$ cat src/rtl/la_pkg.sv
// Shared state encoding, frame marker bytes and sizing helpers for the
// logic-analyser capture/readout sequencer.
package la_pkg;

    typedef enum logic [3:0] {
        ST_IDLE,
        ST_ARM,
        ST_GUARD,
        ST_WAIT_DONE,
        ST_HDR,
        ST_FETCH,
        ST_LOAD,
        ST_SEND,
        ST_TRL,
        ST_ERR
    } la_state_e;

    localparam logic [7:0] HDR_BYTE = 8'hA5;
    localparam logic [7:0] TRL_BYTE = 8'h5A;
    localparam logic [7:0] ERR_BYTE = 8'hEE;

    function automatic int bytes_per_word(input int word_width);
        return word_width / 8;
    endfunction

    // Width of a counter that must hold values 0..max_count inclusive.
    function automatic int count_width(input int max_count);
        return (max_count < 1) ? 1 : $clog2(max_count + 1);
    endfunction

endpackage

$ cat src/rtl/byte_serializer.sv
// Parallel-load, MSB-first byte serializer with a valid/ready output and a
// last-byte flag; marker bytes are sent by loading a single left-aligned byte.
module byte_serializer
    import la_pkg::*;
#(
    parameter  int WORD_WIDTH = 32,
    localparam int BPW        = bytes_per_word(WORD_WIDTH),
    localparam int CW         = count_width(BPW)
) (
    input  logic                  clk,
    input  logic                  rst_n,
    input  logic                  clear,
    input  logic                  load,
    input  logic [WORD_WIDTH-1:0] load_data,
    input  logic [CW-1:0]         load_bytes,
    output logic [7:0]            out_data,
    output logic                  out_valid,
    input  logic                  out_ready,
    output logic                  last,
    output logic                  xfer
);

    logic [WORD_WIDTH-1:0] shift_reg;
    logic [WORD_WIDTH-1:0] shift_next;
    logic [CW-1:0]         count_reg;
    logic                  valid_reg;

    // Each byte lane takes the lane below it; lane 0 refills with zeros.
    genvar gi;
    generate
        for (gi = 0; gi < BPW; gi++) begin : g_lane
            if (gi == 0) begin : g_bottom
                assign shift_next[7:0] = 8'h00;
            end else begin : g_upper
                assign shift_next[gi*8 +: 8] = shift_reg[(gi-1)*8 +: 8];
            end
        end
    endgenerate

    assign xfer      = valid_reg & out_ready;
    assign last      = (count_reg == CW'(1));
    assign out_data  = shift_reg[WORD_WIDTH-1 -: 8];
    assign out_valid = valid_reg;

    always_ff @(posedge clk or negedge rst_n) begin
        if (!rst_n) begin
            shift_reg <= '0;
            count_reg <= '0;
            valid_reg <= 1'b0;
        end else if (clear) begin
            count_reg <= '0;
            valid_reg <= 1'b0;
        end else if (load) begin
            shift_reg <= load_data;
            count_reg <= load_bytes;
            valid_reg <= (load_bytes != '0);
        end else if (xfer) begin
            shift_reg <= shift_next;
            count_reg <= count_reg - CW'(1);
            valid_reg <= !last;
        end
    end

endmodule

$ cat src/rtl/la_capture_sequencer.sv
// Capture/readout controller: strobes the analyser, waits for done with a
// timeout, then streams every capture word as a framed byte stream.
module la_capture_sequencer
    import la_pkg::*;
#(
    parameter int CAPTURE_DEPTH = 11,
    parameter int WORD_WIDTH    = 32,
    parameter int TIMEOUT_WIDTH = 24,
    parameter int DONE_GUARD    = 4
) (
    input  logic                     clk,
    input  logic                     rst_n,
    input  logic                     start,
    input  logic                     abort,
    output logic                     busy,
    output logic                     capture,
    input  logic                     done,
    output logic [CAPTURE_DEPTH-1:0] mem_addr,
    input  logic [WORD_WIDTH-1:0]    mem_data,
    output logic [7:0]               out_data,
    output logic                     out_valid,
    input  logic                     out_ready,
    output logic                     timed_out
);

    localparam int BPW = bytes_per_word(WORD_WIDTH);
    localparam int BCW = count_width(BPW);
    localparam int GW  = (DONE_GUARD > 1) ? $clog2(DONE_GUARD) : 1;

    la_state_e                state_reg, state_next;
    logic [GW-1:0]            guard_reg, guard_next;
    logic [TIMEOUT_WIDTH-1:0] tmo_reg, tmo_next, tmo_inc;
    logic [CAPTURE_DEPTH-1:0] addr_reg, addr_next;
    logic                     timed_out_reg, timed_out_next;

    logic                     ser_clear;
    logic                     ser_load;
    logic                     ser_last;
    logic                     ser_xfer;
    logic [WORD_WIDTH-1:0]    ser_word;
    logic [BCW-1:0]           ser_bytes;

    function automatic logic [WORD_WIDTH-1:0] frame_word(input logic [7:0] b);
        return WORD_WIDTH'(b) << (WORD_WIDTH - 8);
    endfunction

    byte_serializer #(
        .WORD_WIDTH(WORD_WIDTH)
    ) u_ser (
        .clk       (clk),
        .rst_n     (rst_n),
        .clear     (ser_clear),
        .load      (ser_load),
        .load_data (ser_word),
        .load_bytes(ser_bytes),
        .out_data  (out_data),
        .out_valid (out_valid),
        .out_ready (out_ready),
        .last      (ser_last),
        .xfer      (ser_xfer)
    );

    assign tmo_inc   = tmo_reg + TIMEOUT_WIDTH'(1);
    assign busy      = (state_reg != ST_IDLE);
    assign capture   = (state_reg == ST_ARM);
    assign mem_addr  = addr_reg;
    assign timed_out = timed_out_reg;

    always_ff @(posedge clk or negedge rst_n) begin
        if (!rst_n) begin
            state_reg     <= ST_IDLE;
            guard_reg     <= '0;
            tmo_reg       <= '0;
            addr_reg      <= '0;
            timed_out_reg <= 1'b0;
        end else begin
            state_reg     <= state_next;
            guard_reg     <= guard_next;
            tmo_reg       <= tmo_next;
            addr_reg      <= addr_next;
            timed_out_reg <= timed_out_next;
        end
    end

    always_comb begin
        state_next     = state_reg;
        guard_next     = guard_reg;
        tmo_next       = tmo_reg;
        addr_next      = addr_reg;
        timed_out_next = timed_out_reg;
        ser_clear      = 1'b0;
        ser_load       = 1'b0;
        ser_word       = '0;
        ser_bytes      = BCW'(1);

        // Abort beats every transition and drops any byte in flight.
        if (abort) begin
            state_next = ST_IDLE;
            ser_clear  = 1'b1;
        end else begin
            unique case (state_reg)
                ST_IDLE: begin
                    if (start) begin
                        timed_out_next = 1'b0;
                        state_next     = ST_ARM;
                    end
                end
                ST_ARM: begin
                    guard_next = '0;
                    state_next = ST_GUARD;
                end
                ST_GUARD: begin
                    if (guard_reg == GW'(DONE_GUARD - 1)) begin
                        tmo_next   = '0;
                        state_next = ST_WAIT_DONE;
                    end else begin
                        guard_next = guard_reg + GW'(1);
                    end
                end
                ST_WAIT_DONE: begin
                    if (done) begin
                        ser_load   = 1'b1;
                        ser_word   = frame_word(HDR_BYTE);
                        state_next = ST_HDR;
                    end else begin
                        tmo_next = tmo_inc;
                        if (&tmo_inc) begin
                            timed_out_next = 1'b1;
                            ser_load       = 1'b1;
                            ser_word       = frame_word(ERR_BYTE);
                            state_next     = ST_ERR;
                        end
                    end
                end
                ST_HDR: begin
                    if (ser_xfer) begin
                        addr_next  = '0;
                        state_next = ST_FETCH;
                    end
                end
                ST_FETCH: begin
                    state_next = ST_LOAD;
                end
                ST_LOAD: begin
                    ser_load   = 1'b1;
                    ser_word   = mem_data;
                    ser_bytes  = BCW'(BPW);
                    state_next = ST_SEND;
                end
                ST_SEND: begin
                    if (ser_xfer && ser_last) begin
                        if (&addr_reg) begin
                            ser_load   = 1'b1;
                            ser_word   = frame_word(TRL_BYTE);
                            state_next = ST_TRL;
                        end else begin
                            addr_next  = addr_reg + CAPTURE_DEPTH'(1);
                            state_next = ST_FETCH;
                        end
                    end
                end
                ST_TRL: begin
                    // The address wraps back to zero only as the trailer leaves.
                    if (ser_xfer) begin
                        addr_next  = '0;
                        state_next = ST_IDLE;
                    end
                end
                ST_ERR: begin
                    if (ser_xfer) begin
                        state_next = ST_IDLE;
                    end
                end
                default: begin
                    state_next = ST_IDLE;
                end
            endcase
        end
    end

endmodule

$ cat config.mk
export PLATFORM = sky130hd
export DESIGN_NAME = la_capture_sequencer
export DESIGN_NICKNAME = d
export VERILOG_FILES = /design/src/rtl/la_pkg.sv /design/src/rtl/byte_serializer.sv /design/src/rtl/la_capture_sequencer.sv
export SDC_FILE = /design/constraint.sdc
export NUM_CORES = 1
export LEC_CHECK = 0
export ABC_AREA = 1
export BUFFER_PORTS_ARGS = -buffer_cell sky130_fd_sc_hd__buf_2
export CAP_MARGIN = 20
export CORE_MARGIN = 3
export CORE_UTILIZATION = 54
export CTS_BUF_LIST = sky130_fd_sc_hd__clkbuf_8
export CTS_CLUSTER_DIAMETER = 200
export DETAILED_ROUTE_END_ITERATION = 8
export PLACE_DENSITY = 0.87
export SYNTH_ARGS = -nofsm -noshare
export SYNTH_HDL_FRONTEND = slang
export SYNTH_SLANG_ARGS = --single-unit
$ cat constraint.sdc
create_clock -name clk -period 2.5 [get_ports clk]
set_clock_uncertainty 0.1 [all_clocks]
set_input_delay 0 -clock clk [delete_from_list [all_inputs] [get_ports clk]]
set_output_delay 0 -clock clk [all_outputs]
set_load 0.1 [all_outputs]
### Word-level counts from Yosys, hierarchy flattened

Cells that the tools add are included.

| storage, ports and cells | value |
|---|---|
| logic and storage cells | 107 |
| bits in registers | 78 |

| cells by class | value |
|---|---|
| $add $sub $neg | 4 |
| equal/unequal tests | 25 |
| bitwise operators | 3 |
| multiplexer cells | 46 |
| reduce and logical (&&, ||, !) cells | 21 |

Operators with widths:

| operator | number |
|---|---|
| two-way mux 32 bit | 5 |
| one-hot mux 32 bit (3 select lines) | 1 |
| two-way mux 31 bit | 2 |
| two-way mux 24 bit | 2 |
| one-hot mux 24 bit (2 select lines) | 1 |
| two-way mux 4 bit | 9 |
| one-hot mux 4 bit (9 select lines) | 1 |
| two-way mux 11 bit | 3 |
| adder 24 x 1 -> 24 bit (second input constant) | 1 |
| AND reduction 24 bit | 1 |
| one-hot mux 11 bit (2 select lines) | 1 |
| == test 4 x 3 -> 1 bit (second input constant) | 4 |
| two-way mux 3 bit | 5 |
| != test 2 bit (second input constant) | 7 |
| two-way mux 1 bit | 12 |
| != test 3 bit (second input constant) | 4 |
| adder 11 x 1 -> 11 bit (second input constant) | 1 |
| AND reduction 11 bit | 1 |
| AND reduction 5 bit | 2 |
| nonzero test 2 bit | 5 |
| == test 4 x 2 -> 1 bit (second input constant) | 2 |
| == test 4 bit (second input constant) | 2 |
| AND reduction 6 bit | 1 |
| nonzero test 3 bit | 2 |
| 22 further kinds | 24 |

### Longest topological paths before layout

| depth | value |
|---|---|
| word-level depth | 8 |
| mapped depth | 19 |
| mapped depth without buffers | 18 |

### Cells and area by module

From an unflattened synthesis, not the netlist that was laid out.

| second synthesis, totals | value |
|---|---|
| cells, all modules | 755 |
| area total of the unflattened synthesis | 5064.9 sq um |

By module, submodules not included:

| module | times used | area each (sq um) | cells an instance |
|---|---|---|---|
| la_capture_sequencer | 1 | 3220.6 | 515 |
| byte_serializer | 1 | 1844.3 | 240 |

### Worst setup path after synthesis

Ideal clock, no wire load.

| timing path | value |
|---|---|
| path type | reg-to-reg |
| from | register addr_reg[0] (netlist: mem_addr[0]) |
| to | register u_ser.shift_reg[14] |
| library setup time | 0.116 ns |
| stages on the path, launching flop included | 14 |
| arrival | 2.634 ns |
| path buffers | 1 |
| path slack | -0.350 ns |
| cell sequence | dfrtp_1 > ha_1 > inv_1 > nor4_1 > nand3_1 > nor2_1 > nor2_1 > nand3_4 > nand2_4 > buf_6 > nand2_2 > nand2_1 > nand2_1 > nand2_1 |

| on the way | value |
|---|---|
| word-level cells in the longest chain between the ends | 7 |
| elaborated cells between the ends (all ways) | 8 |
| classes of those cells | mux (5); reduce/logical (3) |

RTL lines:

| element | line | text |
|---|---|---|
| start, declared | la_capture_sequencer.sv:33 | `logic [CAPTURE_DEPTH-1:0] addr_reg, addr_next;` |
| start signal, assigned | la_capture_sequencer.sv:80 | `addr_reg <= addr_next;` |
| AND reduction 11 bit (*) | la_capture_sequencer.sv:152 | `if (&addr_reg) begin` |
| two-way mux 1 bit (*) | la_capture_sequencer.sv:152 |  |
| two-way mux 1 bit (*) | la_capture_sequencer.sv:151 | `if (ser_xfer && ser_last) begin` |
| one-hot mux 1 bit (3 select lines) (*) | la_capture_sequencer.sv:101 | `unique case (state_reg)` |
| two-way mux 1 bit (*) | la_capture_sequencer.sv:97 | `if (abort) begin` |
| nonzero test 2 bit (no line) | - |  |
| AND reduction 2 bit (no line) | - |  |
| end signal, assigned | byte_serializer.sv:54 | `shift_reg <= load_data;` |
| end signal, assigned | byte_serializer.sv:58 | `shift_reg <= shift_next;` |
| end, declared | byte_serializer.sv:23 | `logic [WORD_WIDTH-1:0] shift_reg;` |

Every way passes the cells marked *; elsewhere a longest branch is shown, timed or not.
A chain may end at the register's enable or synchronous reset.

### Worst setup path in the final report

| timing path | value |
|---|---|
| from | register tmo_reg[1] |
| to | register u_ser.shift_reg[10] |

| on the way | value |
|---|---|
| word-level cells in the longest chain between the ends | 8 |
| elaborated cells between the ends (all ways) | 9 |
| classes of those cells | add/sub (1); mux (5); reduce/logical (3) |

RTL lines:

| element | line | text |
|---|---|---|
| start, declared | la_capture_sequencer.sv:32 | `logic [TIMEOUT_WIDTH-1:0] tmo_reg, tmo_next, tmo_inc;` |
| start signal, assigned | la_capture_sequencer.sv:79 | `tmo_reg <= tmo_next;` |
| adder 24 x 1 -> 24 bit (*) | la_capture_sequencer.sv:63 | `assign tmo_inc = tmo_reg + TIMEOUT_WIDTH'(1);` |
| AND reduction 24 bit (*) | la_capture_sequencer.sv:127 | `if (&tmo_inc) begin` |
| two-way mux 1 bit (*) | la_capture_sequencer.sv:127 |  |
| two-way mux 1 bit (*) | la_capture_sequencer.sv:121 | `if (done) begin` |
| one-hot mux 1 bit (3 select lines) (*) | la_capture_sequencer.sv:101 |  |
| two-way mux 1 bit (*) | la_capture_sequencer.sv:97 |  |
| nonzero test 2 bit (no line) | - |  |
| AND reduction 2 bit (no line) | - |  |

Marks and branches as above.

==> results.sh <==
export IMPL_outcome="finished, violations left"
export IMPL_violations="negative setup slack"
export IMPL_cp_endpoint="u_ser.shift_reg[10]"
export IMPL_drt_iter0_markers=627
export IMPL_wl_um=15460
export IMPL_numCtsBuffers=9
export IMPL_num_rows=33
export IMPL_worstPathMaxFanout=7
export IMPL_gr_total_overflow=0
export IMPL_synth_cell_area_sq_um=4755
export IMPL_rsz0062_at_grt="yes"
export IMPL_avgViaCountPerCell=5.817
export IMPL_die_y_um=99.84
export IMPL_cts_buffer_depth=2
export IMPL_clkLatencyLatePin_ns=0.37
export IMPL_fin_crit_ns=2.681
export IMPL_diodes=0
export IMPL_async_flop_share_pct=100.0
export IMPL_crit_slowest_cell="dfrtp_1"
export IMPL_tightestPinTransition_ns=0.7694
export IMPL_die_w_um=99.84
export IMPL_setup_viol=36
export IMPL_place_inst=846
export IMPL_largest_register_ffs=32
export IMPL_htree_levels=3
export IMPL_reg2reg_setup_slack_ns=-0.18
export IMPL_p_per_area_nw_per_um2=896.8
export IMPL_tritoncts="built"
export IMPL_yosysWarnings=0
export IMPL_ios=61
export IMPL_layout_nets=860
export IMPL_port_buffers=60
export IMPL_crit_arrival_ns=2.85
export IMPL_slew_limit_headroom_pct=48.70
export IMPL_synthFlopType="dfrtp_1"
export IMPL_grt_max_degree=62
export IMPL_drtAntennaViolNets=0
export IMPL_wl_per_cell_um=16.69
export IMPL_grt_usage_pct=27.35
export IMPL_grt_antenna_before_repair=0
export IMPL_nFillCells=503
export IMPL_hp_class="in -> reg"
export IMPL_drt_pass1_iter_count=6
export IMPL_clock_sinks=78
export IMPL_ys_ff_latch=78
export IMPL_r2r_end="u_ser.shift_reg[10]"
export IMPL_drive_gt1_share_pct=28.38
export IMPL_max_freq_mhz=373.0
export IMPL_drc=0
export IMPL_syn_num_nets=728
export IMPL_period_share_pct=107.2
export IMPL_synth_largest_area_cell="dfrtp_1"
export IMPL_worstSetupStartpoint="tmo_reg[1]"
export IMPL_max_cap_viol_count=0
export IMPL_clk_transition_reported_paths_ns=0.10
export IMPL_timing_final_ws_setup_ns=-0.1810
export IMPL_grt_pass1_vias=4764
export IMPL_endpoint_kind="flop"
export IMPL_core_sq_um=8382
export IMPL_seq_area_frac_synth_pct=41.05
export IMPL_slew_violations=0
export IMPL_place_hpwl_um=8454
export IMPL_synth_edf_count=0
export IMPL_globalplace_congestion=0.9035
export IMPL_root_buffer="clkbuf_8"
export IMPL_critPathMaxStageDelay_ns=0.43
export IMPL_vdd_drop_max_mv=0.5196
export IMPL_critPathRequiredTime_ns=2.67
export IMPL_path_cells="buf_6, ha_4, nand3_4, inv_4, buf_4, buf_4, nand3_1, nand2_2, nor2_2, nand2_2, nor2_4, nand3_4, nand3_4, buf_12, nand2_8, nand2_1, nand2_1, nand2_1, nand2_1"
export IMPL_synth_cell_types=37
export IMPL_vias=5387
export IMPL_synth_area_per_cell_sq_um=6.951
export IMPL_grt_pass1_wl_um=22180
export IMPL_fin_cells=926
export IMPL_floorplan_initialDensity_pct=56.72
export IMPL_hold_ws_ns=0.04302
export IMPL_synth_top_cell_area_share_pct=41.05
export IMPL_fp_dieArea_sq_um=9967
export IMPL_rr_worst_depth=19
export IMPL_critPathMostFrequentCell="nand2_1"
export IMPL_critPathKind="reg -> reg"
export IMPL_netlist_instances=684
export IMPL_reg2reg_from="tmo_reg[1]"
export IMPL_synth_area_leaders="dfrtp_1 41%, nand2_1 23%, inv_1 5.0%"
export IMPL_hold_viol_final=0
export IMPL_area_delta_synth_final_pct=33.63
export IMPL_leakagePower_nw=3.252
export IMPL_cp_start_kind="flop"
[worst max-delay path: cells and delay by family, from the launching register on]
| family | cells | cell delay, ns |
|---|---|---|
| adder cells (fa/ha/maj) | 1 | 0.16 |
| buffers and inverters | 5 | 0.59 |
| flip-flops | 1 | 0.43 |
| AND/OR/NAND/NOR | 13 | 1.28 |
[power breakdown]
part	internal [W]	total [W]	leakage (nW)	switching, W
sequential	0.00159	0.00194	1.00	0.000352
combinational	0.000867	0.00283	2.16	0.00196
clock	0.000373	0.000923	0.0906	0.000550
total	0.00283	0.00570	3.25	0.00286
[cell type report]
cell class	count	area [sq um]	share of cell area (%)
tap	105	131.4	2.068
clock inverter	7	56.30	0.8862
timing repair buffer	141	1087	17.11
multi-input combinational	518	2721	42.83
clock buffer	9	123.9	1.950
sequential	78	1968	30.98
inverter	68	265.3	4.175
[metal layers]
metal  up-vias  global-route usage (%)  wire length [um]
met4         0                   10.40               539
met1      2525                   34.83              5838
met3        75                   6.254              1367
met5         -                       0                 0
li1       2422                       -                 -
met2       365                   45.41              7713
[timing repair]
action / 4_1_cts / 5_1_grt
pin swaps: 15 / 25
buffers inserted: 12 / 14
hold buffers: 35 / 0
endpoints found under the setup margin: 34 / 48
hold endpoints to repair: 93 / 0
cloned: 2 / 2
resized for setup: 17 / 77
[layout by cell type (no fill, tap or decap), drive strengths merged]
| master | synthesis | routed |
|---|---|---|
| a211oi | 2 | 2 |
| a31oi | 2 | 2 |
| dfrtp | 78 | 78 |
| clkinvlp | 0 | 1 |
| nor2 | 71 | 71 |
| nand4 | 9 | 9 |
| nand3b | 2 | 2 |
| o22ai | 12 | 12 |
| or2 | 1 | 1 |
| o21ai | 35 | 35 |
| ha | 6 | 6 |
| xor2 | 4 | 4 |
| nor4 | 2 | 2 |
| mux2i | 1 | 1 |
| a21oi | 12 | 12 |
| clkinv | 2 | 4 |
| nor3b | 1 | 1 |
| clkbuf | 5 | 10 |
| nor3 | 12 | 12 |
| xnor2 | 1 | 1 |
| nand2 | 302 | 304 |
| buf | 17 | 105 |
| nand3 | 40 | 40 |
| o311ai | 1 | 1 |
| inv | 66 | 70 |
| dlygate4sd3 | 0 | 35 |
[stage by stage]
| stage | utilization, % | setup TNS (ns) | area [sq um] | power, W | setup WS (ns) |
|---|---|---|---|---|---|
| final | 75.80 | -2.683 | 6354 | 0.005698 | -0.1810 |
| after detailed placement | 62.22 | -2.859 | 5215 | 0.004180 | -0.1412 |
| after CTS | 71.07 | 0 | 5957 | 0.005267 | 0.001551 |
| after floorplan | - | 0 | 4775 | 0.003639 | 0.001569 |
| after global routing | 75.80 | -6.931 | 6354 | 0.005992 | -0.2988 |
| after global placement | 62.22 | -0.3170 | 5215 | 0.004101 | -0.03030 |
[cell families (layout without fill, tap and decap cells)]
| kind of cell | count (synthesis) | after routing | synth area share [%] |
|---|---|---|---|
| xor gates and xnor gates | 5 | 5 | 0.9210 |
| muxes | 1 | 1 | 0.2105 |
| adders and majority gates | 6 | 6 | 1.579 |
| buffers and inverters | 90 | 225 | 8.526 |
| DFF | 78 | 78 | 41.05 |
| and+or+nand+nor | 440 | 442 | 40.34 |
| AOI/OAI and AO/OA | 64 | 64 | 7.368 |
[Yosys cell counts (all sizes together) (4+ instances only)]
library cell,instances
a21oi,12
buf,17
clkbuf,5
dfrtp,78
ha,6
inv,66
nand2,302
nand3,40
nand4,9
nor2,71
nor3,12
o21ai,35
o22ai,12
xor2,4
[how the worst min path moves through the flow]
stage	end	startpoint	depth (start not counted)
after floorplan	guard_reg[0]	rst_n	0
after global placement	mem_addr[0]	rst_n	1
after detailed placement	mem_addr[0]	rst_n	1
after CTS	u_ser.shift_reg[26]	mem_data[26]	7
after global routing	u_ser.shift_reg[29]	mem_data[29]	7
final	u_ser.shift_reg[26]	mem_data[26]	7
No activity file was read; power rests on OpenSTA's default activity.
